===== config.mk =====
export PLATFORM = sky130hd
export DESIGN_NAME = comp_8_flat
export DESIGN_NICKNAME = d
export VERILOG_FILES = /design/src/rtl/comp_8_if.sv /design/src/rtl/comp_8.sv /design/src/flat_wrapper.sv
export SDC_FILE = /design/constraint.sdc
export NUM_CORES = 1
export LEC_CHECK = 0
export BUFFER_PORTS_ARGS = -buffer_cell sky130_fd_sc_hd__buf_2
export CAP_MARGIN = 20
export CORE_AREA = 2 2 39 41
export DETAILED_ROUTE_END_ITERATION = 8
export DIE_AREA = 0 0 41 43
export GPL_ROUTABILITY_DRIVEN = 0
export GPL_TIMING_DRIVEN = 0
export SLEW_MARGIN = 20
export SYNTH_ARGS = -nofsm -noshare
export SYNTH_HDL_FRONTEND = slang
export SYNTH_SLANG_ARGS = --single-unit

===== constraint.sdc =====
create_clock -name clk -period 0.8 [get_ports clk]
set_input_delay 0 -clock clk [delete_from_list [all_inputs] [get_ports clk]]
set_output_delay 0 -clock clk [all_outputs]
set_load 0.02 [all_outputs]

===== src/rtl/comp_8_if.sv =====
`default_nettype none
// ============================================================================
//  Module      : comp_8_if
//  Description : Operand/flag bundle for the comp_8 registered comparator.
//  Revision    : 1.0 - initial release
// ============================================================================
interface comp_8_if #(
  parameter int DATA_WIDTH = 8
);
  logic [DATA_WIDTH-1:0] A;
  logic [DATA_WIDTH-1:0] B;
  logic                  gt;
  logic                  lt;
  logic                  eq;

  modport master (output A, output B, input gt, input lt, input eq);
  modport slave  (input A, input B, output gt, output lt, output eq);
endinterface
`default_nettype wire


===== src/rtl/comp_8.sv =====
`default_nettype none
// ============================================================================
//  Module      : comp_8
//  Description : Registered magnitude comparator, one-cycle latency, one-hot
//                gt/lt/eq flags (all zero while in reset).
//  Revision    : 1.0 - initial release
// ============================================================================
module comp_8 #(
  parameter int DATA_WIDTH = 8,
  parameter bit SIGNED_CMP = 1'b0
) (
  input  logic      clk,
  input  logic      rst,
  comp_8_if.slave   bus_io
);

  // Flipping both sign bits maps two's-complement order onto unsigned order.
  localparam logic [DATA_WIDTH-1:0] C_MSB_FLIP =
    SIGNED_CMP ? (DATA_WIDTH'(1) << (DATA_WIDTH - 1)) : '0;

  logic [DATA_WIDTH-1:0] w_a;
  logic [DATA_WIDTH-1:0] w_b;
  logic [DATA_WIDTH:0]   w_gt_chain;
  logic [DATA_WIDTH:0]   w_eq_chain;

  logic gt_d, lt_d, eq_d;
  logic gt_q, lt_q, eq_q;

  assign w_a = bus_io.A ^ C_MSB_FLIP;
  assign w_b = bus_io.B ^ C_MSB_FLIP;

  assign w_gt_chain[DATA_WIDTH] = 1'b0;
  assign w_eq_chain[DATA_WIDTH] = 1'b1;

  // Each stage only decides when every higher bit has compared equal.
  genvar i;
  generate
    for (i = DATA_WIDTH - 1; i >= 0; i--) begin : g_cascade
      assign w_gt_chain[i] = w_gt_chain[i+1] | (w_eq_chain[i+1] & w_a[i] & ~w_b[i]);
      assign w_eq_chain[i] = w_eq_chain[i+1] & ~(w_a[i] ^ w_b[i]);
    end
  endgenerate

  always_comb begin
    gt_d = w_gt_chain[0];
    eq_d = w_eq_chain[0];
    lt_d = ~w_gt_chain[0] & ~w_eq_chain[0];
  end

  always_ff @(posedge clk or posedge rst) begin
    if (rst) begin
      gt_q <= 1'b0;
      lt_q <= 1'b0;
      eq_q <= 1'b0;
    end else begin
      gt_q <= gt_d;
      lt_q <= lt_d;
      eq_q <= eq_d;
    end
  end

  assign bus_io.gt = gt_q;
  assign bus_io.lt = lt_q;
  assign bus_io.eq = eq_q;

endmodule
`default_nettype wire


===== src/flat_wrapper.sv =====
// flat-port wrapper written by rule: the top's interface ports become plain ports
module comp_8_flat 
#(
  parameter int DATA_WIDTH = 8,
  parameter bit SIGNED_CMP = 1'b0
)
  (clk, rst, bus_io_A, bus_io_B, bus_io_gt, bus_io_lt, bus_io_eq);
  comp_8_if #(.DATA_WIDTH(DATA_WIDTH)) bus_io_i ();
  input  logic clk;
  input  logic rst;
  input wire logic [$bits(bus_io_i.A)-1:0] bus_io_A;
  input wire logic [$bits(bus_io_i.B)-1:0] bus_io_B;
  output wire logic [$bits(bus_io_i.gt)-1:0] bus_io_gt;
  output wire logic [$bits(bus_io_i.lt)-1:0] bus_io_lt;
  output wire logic [$bits(bus_io_i.eq)-1:0] bus_io_eq;
  assign bus_io_i.A = bus_io_A;
  assign bus_io_i.B = bus_io_B;
  assign bus_io_gt = bus_io_i.gt;
  assign bus_io_lt = bus_io_i.lt;
  assign bus_io_eq = bus_io_i.eq;
  comp_8 #(.DATA_WIDTH(DATA_WIDTH), .SIGNED_CMP(SIGNED_CMP)) u_core (.clk(clk), .rst(rst), .bus_io(bus_io_i));
endmodule

* Word level (Yosys, flattened, before mapping)
Cells that the tools add are included.
** Word-level totals
- Bits in registers :: 3
- Bits in latches :: 0
- Memory bits (writable) :: 0
- Memory bits (read-only) :: 0
- Output and inout port bits :: 3
- Memories :: 0
** Operators by class
- Add/sub/neg operators :: 0
- $mul :: 0
- Divide/modulo/power cells :: 0
- Order comparisons :: 0
- Eq/ne operators :: 0
- Shift operators :: 0
- Multiplexer cells :: 0
- Bitwise logic cells :: 56
- Reduce and logical (&&, ||, !) cells :: 0
** Operators by type and width (number)
- $and 1x1->1 :: 23
- $not 1->1 :: 18
- $xor 1x1->1 :: 8
- $or 1x1->1 :: 7

* Longest topological paths before layout
Gate-level depths: netlist of run 1.
- Depth in word-level cells :: 13
- Depth in mapped cells :: 5

* Worst setup path after synthesis of run 1
No wires, ideal clock.
- Path kind :: input -> register
- From :: input port bus_io_B[7]
- To :: register u_core.lt_q, in the netlist u_core.bus_io.lt
- Arrival time :: 1.144 ns
- Setup slack :: -0.464 ns
- Cell stages on the path :: 5
- Buffers on the path :: 0
- Cell sequence :: inv_1 ha_1 nand3_1 or4_4 o211a_1
** Between the ends
- Cells in the longest elaborated chain, start to end :: 13
- Elaborated cells between the ends (all ways) :: 35
** Ends and longest elaborated chain
- start: declaration :: line flat_wrapper.sv:12 : input wire logic [$bits(bus_io_i.B)-1:0] bus_io_B;
- $xor 1x1->1 :: line comp_8.sv:40 : assign w_eq_chain[i] = w_eq_chain[i+1] & ~(w_a[i] ^ w_b[i]);
- $not 1->1 :: line comp_8.sv:40
- $and 1x1->1, on equally long branches (2 in series) :: line comp_8.sv:39, comp_8.sv:40
- $or 1x1->1 (tied with other cells) (4 in series) :: line comp_8.sv:39 : assign w_gt_chain[i] = w_gt_chain[i+1] | (w_eq_chain[i+1] & w_a[i] & ~w_b[i]);
- $or 1x1->1 / $and 1x1->1 (equally long branches) (2 in series) :: line comp_8.sv:39
- $or 1x1->1 :: line comp_8.sv:39
- $not 1->1 :: line comp_8.sv:47 : lt_d = ~w_gt_chain[0] & ~w_eq_chain[0];
- $and 1x1->1 (*) :: line comp_8.sv:47
- via u_core.lt_d :: line comp_8.sv:26 : logic gt_d, lt_d, eq_d;
- end signal: assignment :: line comp_8.sv:57 : lt_q <= lt_d;
- end: declaration :: line comp_8.sv:27 : logic gt_q, lt_q, eq_q;
Mark *: on every way through the listed nets, which the timed path passes. The rest lies on a longest branch.

* Worst setup path after layout of run 1
- From :: input port bus_io_B[3]
- To :: register u_core.lt_q, in the netlist u_core.bus_io.lt
** Between the ends
- Cells in the longest elaborated chain, start to end :: 10
- Elaborated cells between the ends (all ways) :: 21
** Ends and longest elaborated chain (line)
- $xor 1x1->1 :: comp_8.sv:40
- $not 1->1 :: comp_8.sv:40
- $and 1x1->1 :: comp_8.sv:40
- $and 1x1->1, on equally long branches (2 in series) :: comp_8.sv:39, comp_8.sv:40
- $or 1x1->1 / $and 1x1->1 (equally long branches) (2 in series) :: comp_8.sv:39
- $or 1x1->1 :: comp_8.sv:39
- $not 1->1 :: comp_8.sv:47
- $and 1x1->1 (*) :: comp_8.sv:47
- via u_core.lt_d :: comp_8.sv:26
Marks and branches as above.

==> results of run 1 <==
stage by stage:
stage / utilization, % / hold slack (ns) / total power, mW
finish: 35.35 / 0.01912 / 0.6245
global route: 35.35 / 0.01866 / 0.6818
CTS: 35.35 / 0.01377 / 0.6370
detailed placement: 31.83 / -0.1287 / 0.3644
global placement: 31.83 / -0.1356 / 0.3595
floorplan: - / -0.2464 / 0.2833
synthesized netlist by cell type, types with 2 or more instances:
master	count	area, um^2
inv_1	6	22.52
a21oi_1	3	15.01
dfrtp_1	3	75.07
or2b_2	3	26.28
xnor2_1	2	17.52
xor2_1	2	17.52
cell type report:
class / instances / area, um^2
tap: 16 / 20.02
fill: 149 / 894.6
sequential: 3 / 75.07
clock buffer: 4 / 26.28
timing repair buffer: 22 / 117.6
inverter: 6 / 22.52
multi-input combinational: 26 / 227.7
kinds of logic after synthesis:
group	after synthesis	share of synthesized area (%)
adder cells (fa/ha/maj)	2	7.437
flip-flops	3	24.79
XOR/XNOR	4	11.57
buffers and inverters	6	7.437
AO/OA/AOI/OAI	8	21.90
AND/OR/NAND/NOR	12	26.86
final timing paths:
path / endpoint / slack [ns] / cells past startpoint
max in group asynchronous: u_core.bus_io.lt$_DFF_PP0_ / 0.50 / 3
min: u_core.bus_io.gt$_DFF_PP0_ / 0.02 / 2
max: u_core.bus_io.lt$_DFF_PP0_ / -0.21 / 5
min in group asynchronous: u_core.bus_io.gt$_DFF_PP0_ / 0.18 / 3
per-layer routing:
layer  wire (um)  global-route usage [%]
met5           0                       0
met4           0                   4.000
met3          44                   3.141
met2         326                   14.37
met1         238                   9.585
flip-flops by register name, summed over array words and instances (netlist names):
register          cells
u_core.bus_io.gt      1
u_core.bus_io.lt      1
u_core.bus_io.eq      1
report_power, final:
group | leakage, nW | switching, mW | internal, mW
clock network | 0.0150 | 0.0726 | 0.187
logic | 0.200 | 0.0954 | 0.101
registers | 0.0373 | 0.00297 | 0.166
timing repair:
action                     CTS  global route
hold buffers                 1             0
setup endpoints to repair    3             3
pin swaps                    1             0
hold endpoints to repair     3             0
resized for setup            1             0
buffers inserted             1             0
==> metrics.md, run 1 <==
| Metric | Value |
|---|---|
| Status | `complete, but fails checks` |
| Failing checks | `setup timing` |
| Max rail drop VDD | `about 0.00040 V` |
| Hold WC Path Type | `in -> reg` |
| Crit path arrival time | `1.12 ns` |
| Ratio of cells with drive above 1 in the final layout | `55.74%` |
| Finished Cell Area | `489.2 um^2` |
| Top FF cell, synth | `dfrtp_1` |
| # rows | `14` |
| Delay-heaviest family, CP | `simple AND/OR/NAND/NOR gates` |
| Async SR Flop Fraction | `100.0%` |
| Root buffer cell | `clkbuf_4` |
| Die Y | `43 um` |
| Routed WL per cell | `7.896 um` |
| Post-route ant nets | `0` |
| Minimum clock period | `1.009 ns` |
| Nets | `81` |
| Most frequent cells in the layout | `buf_2, inv_1` |
| Hold Vio Cnt, Final | `0` |
| Max Transition Viols Final | `0` |
| CP required | `0.91 ns` |
| CP peak stage delay | `0.55 ns` |
| CP Class | `in -> reg` |
| Fmax | `around 990 MHz` |
| Max-cap viol count | `0` |
| Area after DPL | `around 440 um^2` |
| Max FO, Critical Path | `3` |
| Max-slew headroom | `between 80% and 90%` |
| Vias in the first global route | `312` |
| RSZ-0062 raised after global routing | `true` |
| EDFF count, synth | `0` |
| 1st-pass router iterations | `2` |
| Placed cells | `71` |
| Slowest-stage cell, CP | `or4_4` |
| Cell Area, Synth | `a little over 300 um^2` |
| Grt ovf | `0` |
| Synth-to-Final Area Change | `61.57%` |
| Pwr dens | `1276 mW/mm^2` |
| CORE AREA | `0.001384 mm^2` |
| Mapped Cells | `35` |
| GRT Total Usage | `8.818%` |
| Crit path launch | `bus_io_B[3]` |
| CTS tree | `done` |
| Most common cell after layout, fill and taps aside | `buf_2` |
| Startpoint Class | `input pin` |
| Ant. Diodes | `0` |
| Drt drc | `0` |
| Hold wc startpoint | `bus_io_B[0]` |
| Worst slew pin tran | `0.2177 ns` |
| DR vias/cell | `4.195` |
| Place WS | `-0.4518 ns` |
| CTS max path bufs | `2` |
| Maximum number of pins on one net before global-route repair | `5` |
| Routed wire length | `608 um` |
| IO Port Bufs | `20` |
| Final setup margin | `-0.2093 ns` |
| Register bit total from synthesis | `3` |
| Final non-filler cell total | `77` |
| Detail Placement HPWL | `553.4 um` |
| Sequential share of the synthesized area | `24.79%` |
| Cell variety after synth | `22` |
| Critical path endpoint category | `flop` |
| Ports | `21` |
| Initial antenna violation count | `0` |
| Htree depth | `1` |
| Clk slew on worst S/H paths | `0.04 ns` |
| Die X | `41 um` |
| Syn nets | `54` |
| YS warnings | `0` |
| Tcrit/Tclk final | `126.2%` |
| Buf/Inv on CP | `1` |
| Via count | `323` |
| Synth Area per Inst | `8.651 um^2` |
| DRT iter0 DRCs | `2` |
| Setup TNS | `-0.5704 ns` |
| Global-route wire length before repair | `1076 um` |
| Die ar. | `0.001763 mm^2` |
| Initial core utilization | `21.88%` |
| TritonCTS Buffers | `3` |
| Leak Pwr | `approximately 0.25 nW` |
| Setup violations, final | `3` |
| CTS Sinks | `3` |
| Crit path cell chain | `buf_2 > or2b_2 > nand4_1 > or4_4 > o211a_1` |
Note: power is estimated with default switching activity, not from simulation.
==> run 2: changes to the inputs <==
BUFFER_PORTS_ARGS = -buffer_cell sky130_fd_sc_hd__buf_4   (was -buffer_cell sky130_fd_sc_hd__buf_2)
==> metrics.md, run 2 (synthesis gave the netlist of run 1 again) <==
| Metric | Value |
|---|---|
| Pwr dens | `between 1000 and 1500 mW/mm^2` |
| Max rail drop VDD | `0.0003536 V` |
| Critical path endpoint category | `flop` |
| Global-route wire length before repair | `1117 um` |
| Minimum clock period | `approximately 1.0 ns` |
| Ratio of cells with drive above 1 in the final layout | `55.56%` |
| Grt ovf | `0` |
| Post-route ant nets | `0` |
| CTS tree | `done` |
| RSZ-0062 raised after global routing | `true` |
| Leak Pwr | `0.2799 nW` |
| Final setup margin | `-0.2339 ns` |
| WHS | `approximately 0.076 ns` |
| Max Transition Viols Final | `0` |
| CP Class | `in -> reg` |
| Max-slew headroom | `85.52%` |
| Crit path capture | `u_core.bus_io.gt$_DFF_PP0_` |
| Htree depth | `1` |
| Worst slew pin tran | `~0.22 ns` |
| Nets | `83` |
| Failing checks | `setup timing` |
| Die ar. | `around 0.0018 mm^2` |
| Synth-to-Final Area Change | `85.95%` |
| Via count | `336` |
| FILL cells | `approximately 140` |
| DRT iter0 DRCs | `0` |
| Setup violations, final | `3` |
| Area after DPL | `slightly below 500 um^2` |
| FF/Latch Area | `75.07 um^2` |
| Initial core utilization | `21.88%` |
| Ant. Diodes | `0` |
| DR vias/cell | `4.253` |
| Max-cap viol count | `0` |
| IO Port Bufs | `20` |
| Initial antenna violation count | `0` |
| CORE AREA | `between 0.001 and 0.0015 mm^2` |
| Routed WL per cell | `8.772 um` |
| Most common cell after layout, fill and taps aside | `buf_4` |
| Detail Placement HPWL | `567.2 um` |
| Vias in the first global route | `315` |
| Tcrit/Tclk final | `129.2%` |
| Die Y | `between 40 and 50 um` |
| GRT Total Usage | `9.118%` |
| Maximum number of pins on one net before global-route repair | `5` |
| Fmax | `967.2 MHz` |
| Most frequent cells in the layout | `buf_4, inv_1, a21oi_1, clkbuf_4, dfrtp_1` |
| Hold Crit Depth | `3` |
| 1st-pass router iterations | `1` |
| Final non-filler cell total | `79` |
| Crit path arrival time | `1.17 ns` |
| Clk slew on worst S/H paths | `0.04 ns` |
| Die X | `41 um` |
| Max FO, Critical Path | `3` |
| Finished Cell Area | `563.0 um^2` |
| Hold Vio Cnt, Final | `0` |
| Drt drc | `0` |
| CP required | `0.93 ns` |
| CTS Sinks | `3` |
| # rows | `14` |
| Status | `complete, but fails checks` |
| Routed wire length | `693 um` |
| TritonCTS Buffers | `3` |
| Startpoint Class | `input pin` |
| Placed cells | `71` |
| CTS max path bufs | `2` |
| Multi-input combinational cell area | `230.2 um^2` |
| Ports | `21` |
| Crit path launch | `bus_io_B[1]` |
| Hold WC Path Type | `in -> reg` |
| Root buffer cell | `clkbuf_4` |
run 2: changes by cell type in the layout (fill, tap and decap cells not counted), sizes merged:
cell / delta
buf: +1
dlygate4sd3: +1
run 2: worst min path at each step:
stage / startpoint / end / slack (ns)
final: bus_io_B[0] / u_core.bus_io.eq$_DFF_PP0_ / 0.08
after floorplan: rst / u_core.bus_io.eq$_DFF_PP0_ / -0.25
after CTS: bus_io_B[0] / u_core.bus_io.eq$_DFF_PP0_ / 0.08
after detailed placement: rst / u_core.bus_io.gt$_DFF_PP0_ / -0.12
after global routing: bus_io_B[0] / u_core.bus_io.eq$_DFF_PP0_ / 0.09
after global placement: rst / u_core.bus_io.gt$_DFF_PP0_ / -0.12
run 2: per-stage QoR:
step                total power [mW]  setup WS [ns]  setup TNS (ns)  utilization [%]
CTS                           0.6770        -0.2198         -0.5998            39.69
floorplan                     0.2833        -0.2914         -0.7792                -
detailed placement            0.3974        -0.4640          -1.304            35.44
global route                  0.7280        -0.2855         -0.8256            40.69
finish                        0.6719        -0.2339         -0.6689            40.69
global placement              0.3917        -0.4553          -1.293            35.44
run 2: area by class of cell:
class | count | share of cell area [%]
Tap cell | 16 | 3.556
Clock buffer | 4 | 4.667
Inverter | 6 | 4.000
Multi-Input combinational cell | 26 | 40.89
Sequential cell | 3 | 13.33
Timing Repair Buffer | 24 | 33.56
run 2: what timing repair did:
item                       CTS  global route
hold buffers                 2             0
hold endpoints to repair     4             0
pin swaps                    1             1
setup endpoints to repair    3             3
setup buffers                1             1
gates cloned                 0             0
gates resized for setup      1             2
run 2: power by group:
group          switching, mW  leakage, nW  internal [mW]  total (mW)
Clock                 0.0750       0.0150          0.187       0.262
Combinational         0.0990        0.228          0.142       0.241
Sequential           0.00372       0.0373          0.166       0.170
Total                  0.178        0.280          0.494       0.672
run 2: layer usage:
| layer | track usage [%] | share of wire (%) | up-vias |
|---|---|---|---|
| met2 | 15.00 | 56 | 13 |
| met1 | 9.904 | 37 | 148 |
| met4 | 4.000 | 0 | 0 |
| met3 | 3.141 | 7.2 | 0 |
| met5 | 0 | 0 | - |
| li1 | - | - | 175 |
run 2: critical path, cell delays in order:
cell,delay (ns)
buf_4,0.11
or2b_2,0.15
nand4_1,0.09
or4_4,0.56
o311ai_2,0.25
